**config.mk**
```make
export PLATFORM = sky130hd
export DESIGN_NAME = ps2_key_ctrl
export DESIGN_NICKNAME = d
export VERILOG_FILES = /design/src/rtl/ps2_key_ctrl.sv
export SDC_FILE = /design/constraint.sdc
export NUM_CORES = 1
export LEC_CHECK = 0
export ABC_AREA = 1
export CORE_MARGIN = 2
export CORE_UTILIZATION = 25
export DETAILED_ROUTE_END_ITERATION = 8
export GPL_TIMING_DRIVEN = 1
export HOLD_SLACK_MARGIN = 0.1
export PLACE_DENSITY = 0.49
export REMOVE_ABC_BUFFERS = 1
export SLEW_MARGIN = 25
export SYNTH_ARGS = -nofsm -noshare
export SYNTH_HDL_FRONTEND = slang
export SYNTH_SLANG_ARGS = --single-unit
```
**constraint.sdc**
```tcl
create_clock -name clk -period 2.85 [get_ports clk]
set_input_delay 0.285 -clock clk [delete_from_list [all_inputs] [get_ports clk]]
set_output_delay 0.285 -clock clk [all_outputs]
set_load 0.005 [all_outputs]
```
**src/rtl/ps2_key_ctrl.sv**
```systemverilog
// PS/2 keyboard receiver: synchronizes the PS/2 clock/data pair, deframes 11-bit
// frames with odd parity and a frame timeout, then folds F0/E0 prefixes into key events.
module ps2_key_ctrl #(
    parameter int TIMEOUT_CYCLES = 2000,
    parameter int SYNC_STAGES    = 2
) (
    input  logic       clk,
    input  logic       reset,
    input  logic       PS2_clk,
    input  logic       PS2_dat,
    output logic [7:0] key_code,
    output logic       key_valid,
    output logic       key_release,
    output logic       key_ext,
    output logic       frame_err,
    output logic       busy,
    output logic [1:0] o_dbg_state
);
    localparam int SYNC_N = (SYNC_STAGES < 2) ? 2 : SYNC_STAGES;
    localparam int TO_W   = $clog2(TIMEOUT_CYCLES + 1);
    localparam logic [TO_W-1:0] TO_LAST = TO_W'(TIMEOUT_CYCLES - 1);

    typedef enum logic [1:0] {
        S_IDLE   = 2'd0,
        S_DATA   = 2'd1,
        S_PARITY = 2'd2,
        S_STOP   = 2'd3
    } state_t;

    logic [SYNC_N-1:0] r_clk_sync;
    logic [SYNC_N-1:0] r_dat_sync;
    logic              r_clk_prev;
    state_t            r_state;
    state_t            w_state_nxt;
    logic [2:0]        r_bit_cnt;
    logic [2:0]        w_bit_cnt_nxt;
    logic [7:0]        r_shift;
    logic [7:0]        w_shift_nxt;
    logic              r_par_ok;
    logic              w_par_ok_nxt;
    logic [TO_W-1:0]   r_to_cnt;
    logic [TO_W-1:0]   w_to_cnt_nxt;
    logic              r_byte_stb;
    logic              w_byte_stb_nxt;
    logic              r_frame_err;
    logic              w_err_nxt;
    logic              r_brk_pending;
    logic              r_ext_pending;
    logic [7:0]        r_key_code;
    logic              r_key_valid;
    logic              r_key_release;
    logic              r_key_ext;
    logic              w_clk_s;
    logic              w_dat_s;
    logic              w_fall;

    assign w_clk_s = r_clk_sync[SYNC_N-1];
    assign w_dat_s = r_dat_sync[SYNC_N-1];
    assign w_fall  = r_clk_prev & ~w_clk_s;

    always_ff @(posedge clk) begin
        if (reset) begin
            r_clk_sync <= '1;
            r_dat_sync <= '1;
            r_clk_prev <= 1'b1;
        end else begin
            r_clk_sync <= {r_clk_sync[SYNC_N-2:0], PS2_clk};
            r_dat_sync <= {r_dat_sync[SYNC_N-2:0], PS2_dat};
            r_clk_prev <= w_clk_s;
        end
    end

    // An edge always wins over the timeout: it restarts the counter in the same cycle.
    always_comb begin
        w_state_nxt    = r_state;
        w_bit_cnt_nxt  = r_bit_cnt;
        w_shift_nxt    = r_shift;
        w_par_ok_nxt   = r_par_ok;
        w_to_cnt_nxt   = r_to_cnt;
        w_byte_stb_nxt = 1'b0;
        w_err_nxt      = 1'b0;
        if (w_fall) begin
            w_to_cnt_nxt = '0;
            case (r_state)
                S_IDLE: begin
                    if (!w_dat_s) begin
                        w_state_nxt   = S_DATA;
                        w_bit_cnt_nxt = 3'd0;
                    end
                end
                S_DATA: begin
                    w_shift_nxt = {w_dat_s, r_shift[7:1]};
                    if (r_bit_cnt == 3'd7) begin
                        w_state_nxt   = S_PARITY;
                        w_bit_cnt_nxt = 3'd0;
                    end else begin
                        w_bit_cnt_nxt = r_bit_cnt + 3'd1;
                    end
                end
                S_PARITY: begin
                    w_par_ok_nxt = (^r_shift) ^ w_dat_s;
                    w_state_nxt  = S_STOP;
                end
                S_STOP: begin
                    if (w_dat_s && r_par_ok) begin
                        w_byte_stb_nxt = 1'b1;
                    end else begin
                        w_err_nxt = 1'b1;
                    end
                    w_state_nxt = S_IDLE;
                end
                default: w_state_nxt = S_IDLE;
            endcase
        end else if (r_state != S_IDLE) begin
            if (r_to_cnt == TO_LAST) begin
                w_state_nxt   = S_IDLE;
                w_bit_cnt_nxt = 3'd0;
                w_to_cnt_nxt  = '0;
                w_err_nxt     = 1'b1;
            end else begin
                w_to_cnt_nxt = r_to_cnt + 1'b1;
            end
        end
    end

    always_ff @(posedge clk) begin
        if (reset) begin
            r_state     <= S_IDLE;
            r_bit_cnt   <= 3'd0;
            r_shift     <= 8'h00;
            r_par_ok    <= 1'b0;
            r_to_cnt    <= '0;
            r_byte_stb  <= 1'b0;
            r_frame_err <= 1'b0;
        end else begin
            r_state     <= w_state_nxt;
            r_bit_cnt   <= w_bit_cnt_nxt;
            r_shift     <= w_shift_nxt;
            r_par_ok    <= w_par_ok_nxt;
            r_to_cnt    <= w_to_cnt_nxt;
            r_byte_stb  <= w_byte_stb_nxt;
            r_frame_err <= w_err_nxt;
        end
    end

    // r_shift is stable here: the next frame's start bit does not shift.
    always_ff @(posedge clk) begin
        if (reset) begin
            r_brk_pending <= 1'b0;
            r_ext_pending <= 1'b0;
            r_key_code    <= 8'h00;
            r_key_valid   <= 1'b0;
            r_key_release <= 1'b0;
            r_key_ext     <= 1'b0;
        end else begin
            r_key_valid <= 1'b0;
            if (r_frame_err) begin
                r_brk_pending <= 1'b0;
                r_ext_pending <= 1'b0;
            end else if (r_byte_stb) begin
                if (r_shift == 8'hF0) begin
                    r_brk_pending <= 1'b1;
                end else if (r_shift == 8'hE0) begin
                    r_ext_pending <= 1'b1;
                end else begin
                    r_key_valid   <= 1'b1;
                    r_key_code    <= r_shift;
                    r_key_release <= r_brk_pending;
                    r_key_ext     <= r_ext_pending;
                    r_brk_pending <= 1'b0;
                    r_ext_pending <= 1'b0;
                end
            end
        end
    end

    assign key_code    = r_key_code;
    assign key_valid   = r_key_valid;
    assign key_release = r_key_release;
    assign key_ext     = r_key_ext;
    assign frame_err   = r_frame_err;
    assign busy        = (r_state != S_IDLE);
    assign o_dbg_state = r_state;
endmodule
```
==> impl_metrics.json <==
{
  "worstPathArrival_ns": 1.81,
  "die-area_sq_um": 8920,
  "p_comb_share_pct": 2.5,
  "row_count": 32,
  "async_flop_share_pct": 0,
  "hold_viol_final": 0,
  "clock_path_buffers": 2,
  "ys_top_cells_by_area": "dfxtp_1, ha_1, nand2_1",
  "num_vias": 1651,
  "drtPass1Iterations": 4,
  "cp-end-kind": "primary output",
  "slowest_stage": "clkdlybuf4s50_1",
  "fmax_mhz": 477,
  "insertedDiodeCount": 0,
  "cap_viol_max_count": 0,
  "synthTopCellsByCount": "dfxtp_1, nand2_1, nor2_1, inv_1, a21oi_1",
  "required_ns": 2.57,
  "postLayoutCoreUtil_pct": 31.1,
  "p_leak_nw": 0.969,
  "setup_viol": 0,
  "cp-startpoint": "o_dbg_state[1]",
  "p_switching_uw": 248,
  "worstPathCellList": "inv_1, ha_1, inv_2, clkdlybuf4s50_1",
  "worst_path_largest_cell_delay_ns": 0.53,
  "post-route-period-util_pct": 73.5,
  "netlist.area_leader.share_pct": 44.0,
  "cts_max_level": 2,
  "outcome": "complete, no violations",
  "grt.overflow.total": 0,
  "fin_worst_skew_ns": 0.0116,
  "clk_pin_slew_ns": 0.08,
  "hold_class": "register to register",
  "dpl.hpwl_microns": 2870,
  "cp-start-kind": "register",
  "cts_root_buf": "clkbuf_8",
  "first_iter_violations": 63,
  "crit_buf_inv": 3,
  "min-delay-start": "r_clk_sync[0]",
  "cts_tree": "yes",
  "postCtsHoldBufs": 0,
  "post_cts_resized": 0,
  "synth-edff-count": 0,
  "syn-instance-count": 267,
  "core_sq_um": 7850,
  "grt_pass1_vias": 1550,
  "reg2reg_slack_ns": 1.13,
  "synth_top_area_cell": "dfxtp_1",
  "clkLatencyLatePin_ns": 0.30,
  "maxSlewHeadroom_pct": 59.8,
  "cp_max_fo": 7,
  "clock_sinks": 45,
  "cts_buffers": 5,
  "fin_setup_tns_ns": 0,
  "ios": 19,
  "internal_power_uw": 927,
  "viasPerCell": 4.23,
  "layout_min_cycle_time_ns": 2.09,
  "drt_wl_total_microns": 3980,
  "switching_share_pct": 21.1,
  "antenna_found_initial": 0,
  "reg2regPathDepth": 10,
  "seqPwrFrac_pct": 53.9,
  "routedWlPerCell_microns": 10.2,
  "seq_area_frac_synth_pct": 44.0,
  "worst_pin_slew_ns": 0.603,
  "synth_ff_type": "dfxtp_1",
  "rsz0062_at_grt": "no",
  "grt_first_pass_wirelength_microns": 7040,
  "drc_errors": 0,
  "r2r_start": "o_dbg_state[1]",
  "floorplan.initialDensity_pct": 26.1,
  "power_density_nw_per_um2": 481,
  "grt_max_degree": 24,
  "track_usage_pct": 10.0,
  "drive_above_1_share_pct": 10.1,
  "post-cts-setup-buffers": 0,
  "dieWidth_microns": 94.5,
  "yosysWarnings": 0,
  "yosysMostFrequentCell": "dfxtp_1",
  "p_clk_share_pct": 43.6,
  "min_to": "r_clk_sync[1]",
  "syn2layout_area_growth_pct": 19.4,
  "nNetsFinal": 304,
  "die_y_microns": 94.5,
  "antenna_left": 0,
  "avgSynthCellArea_sq_um": 7.66,
  "routabilityCongestion": 0.770,
  "slew_viol_final": 0,
  "portBuffers": 18,
  "synth_cell_types": 25,
  "cp_top_family": "buffers and inverters",
  "ir_worst_vdd_mv": 0.163,
  "netlist_area_sq_um": 2050,
  "ys_seq_elements": 45,
  "r2r_end": "r_to_cnt[8]",
  "whs_path_depth": 1,
  "critical_path_class": "register to primary output"
}
[registers in the layout (all words and copies together), names as in the netlist]
name	cells
r_to_cnt	11
key_code	8
r_shift	8
r_bit_cnt	3
o_dbg_state	2
r_clk_sync	2
r_dat_sync	2
frame_err	1
key_ext	1
key_release	1
key_valid	1
r_brk_pending	1
r_byte_stb	1
r_clk_prev	1
r_ext_pending	1
r_par_ok	1
[placed cells by master (no fill, tap or decap), types with 6 or more instances in the layout]
cell type	n
nor2_1	38
a21oi_1	23
clkdlybuf4s50_1	18
o21ai_0	19
clkbuf_8	6
ha_1	13
inv_1	28
nor3_1	6
dfxtp_1	45
or2_2	6
nand2_1	43
nand2_2	7
nand3_1	13
[worst reg2reg max path, stage by stage (launching register included)]
cell	delay [ns]
dfxtp_1	0.45
inv_1	0.12
ha_1	0.27
inv_2	0.16
nand2_2	0.12
nor3_4	0.17
nand2_2	0.11
nor2_1	0.10
nand2_1	0.05
nand2_1	0.06
nor2_1	0.03
[metal layers]
metal,global-route usage [%],share of wire (%),up-vias
li1,-,-,895
met3,2.71,4.3,8
met2,16.4,43,25
met1,12.5,50,723
met4,3.99,1.8,0
met5,0,0,-
[worst max path at each step]
stage / endpoint / slack [ns] / depth (start not counted)
after floorplan: r_to_cnt[8] / 1.35 / 10
after global placement: key_code[0] / 1.05 / 4
after detailed placement: r_shift[1] / 1.01 / 4
after CTS: busy / 0.72 / 4
after global routing: busy / 0.60 / 4
final: busy / 0.76 / 4
[power groups by stage]
| stage | clock network [mW] | registers (mW) | logic, mW |
|---|---|---|---|
| floorplan | 0 | 0.648 | 0.0181 |
| CTS | 0.526 | 0.633 | 0.0302 |
| global route | 0.557 | 0.634 | 0.0339 |
| detailed placement | 0 | 0.648 | 0.0301 |
| finish | 0.512 | 0.633 | 0.0295 |
| global placement | 0 | 0.648 | 0.0301 |
[through the flow]
stage	std cells	setup slack [ns]	area [sq um]	hold WS [ns]	power, mW
CTS	390	0.720	2440	0.420	1.19
global placement	382	1.05	2320	0.397	0.678
finish	390	0.755	2440	0.416	1.17
detailed placement	382	1.01	2320	0.397	0.678
global route	390	0.598	2440	0.440	1.23
floorplan	262	1.35	2020	0.354	0.666
[kinds of logic after synthesis]
| logic type | share of synthesized area [%] |
|---|---|
| AOI/OAI and AO/OA | 12.2 |
| DFF | 44.0 |
| and+or+nand+nor | 26.3 |
| adders and majority gates | 7.95 |
| buffers and inverters | 7.34 |
| xor gates and xnor gates | 2.14 |
[cell type report]
class / instances / area, sq um
fill: 875 / 5400
timing repair buffer: 18 / 180
sequential: 45 / 901
tap: 102 / 128
clock buffer: 6 / 82.6
clock inverter: 2 / 37.5
multi-input combinational: 185 / 995
inverter: 32 / 120
(Power assumes the default switching activity.)
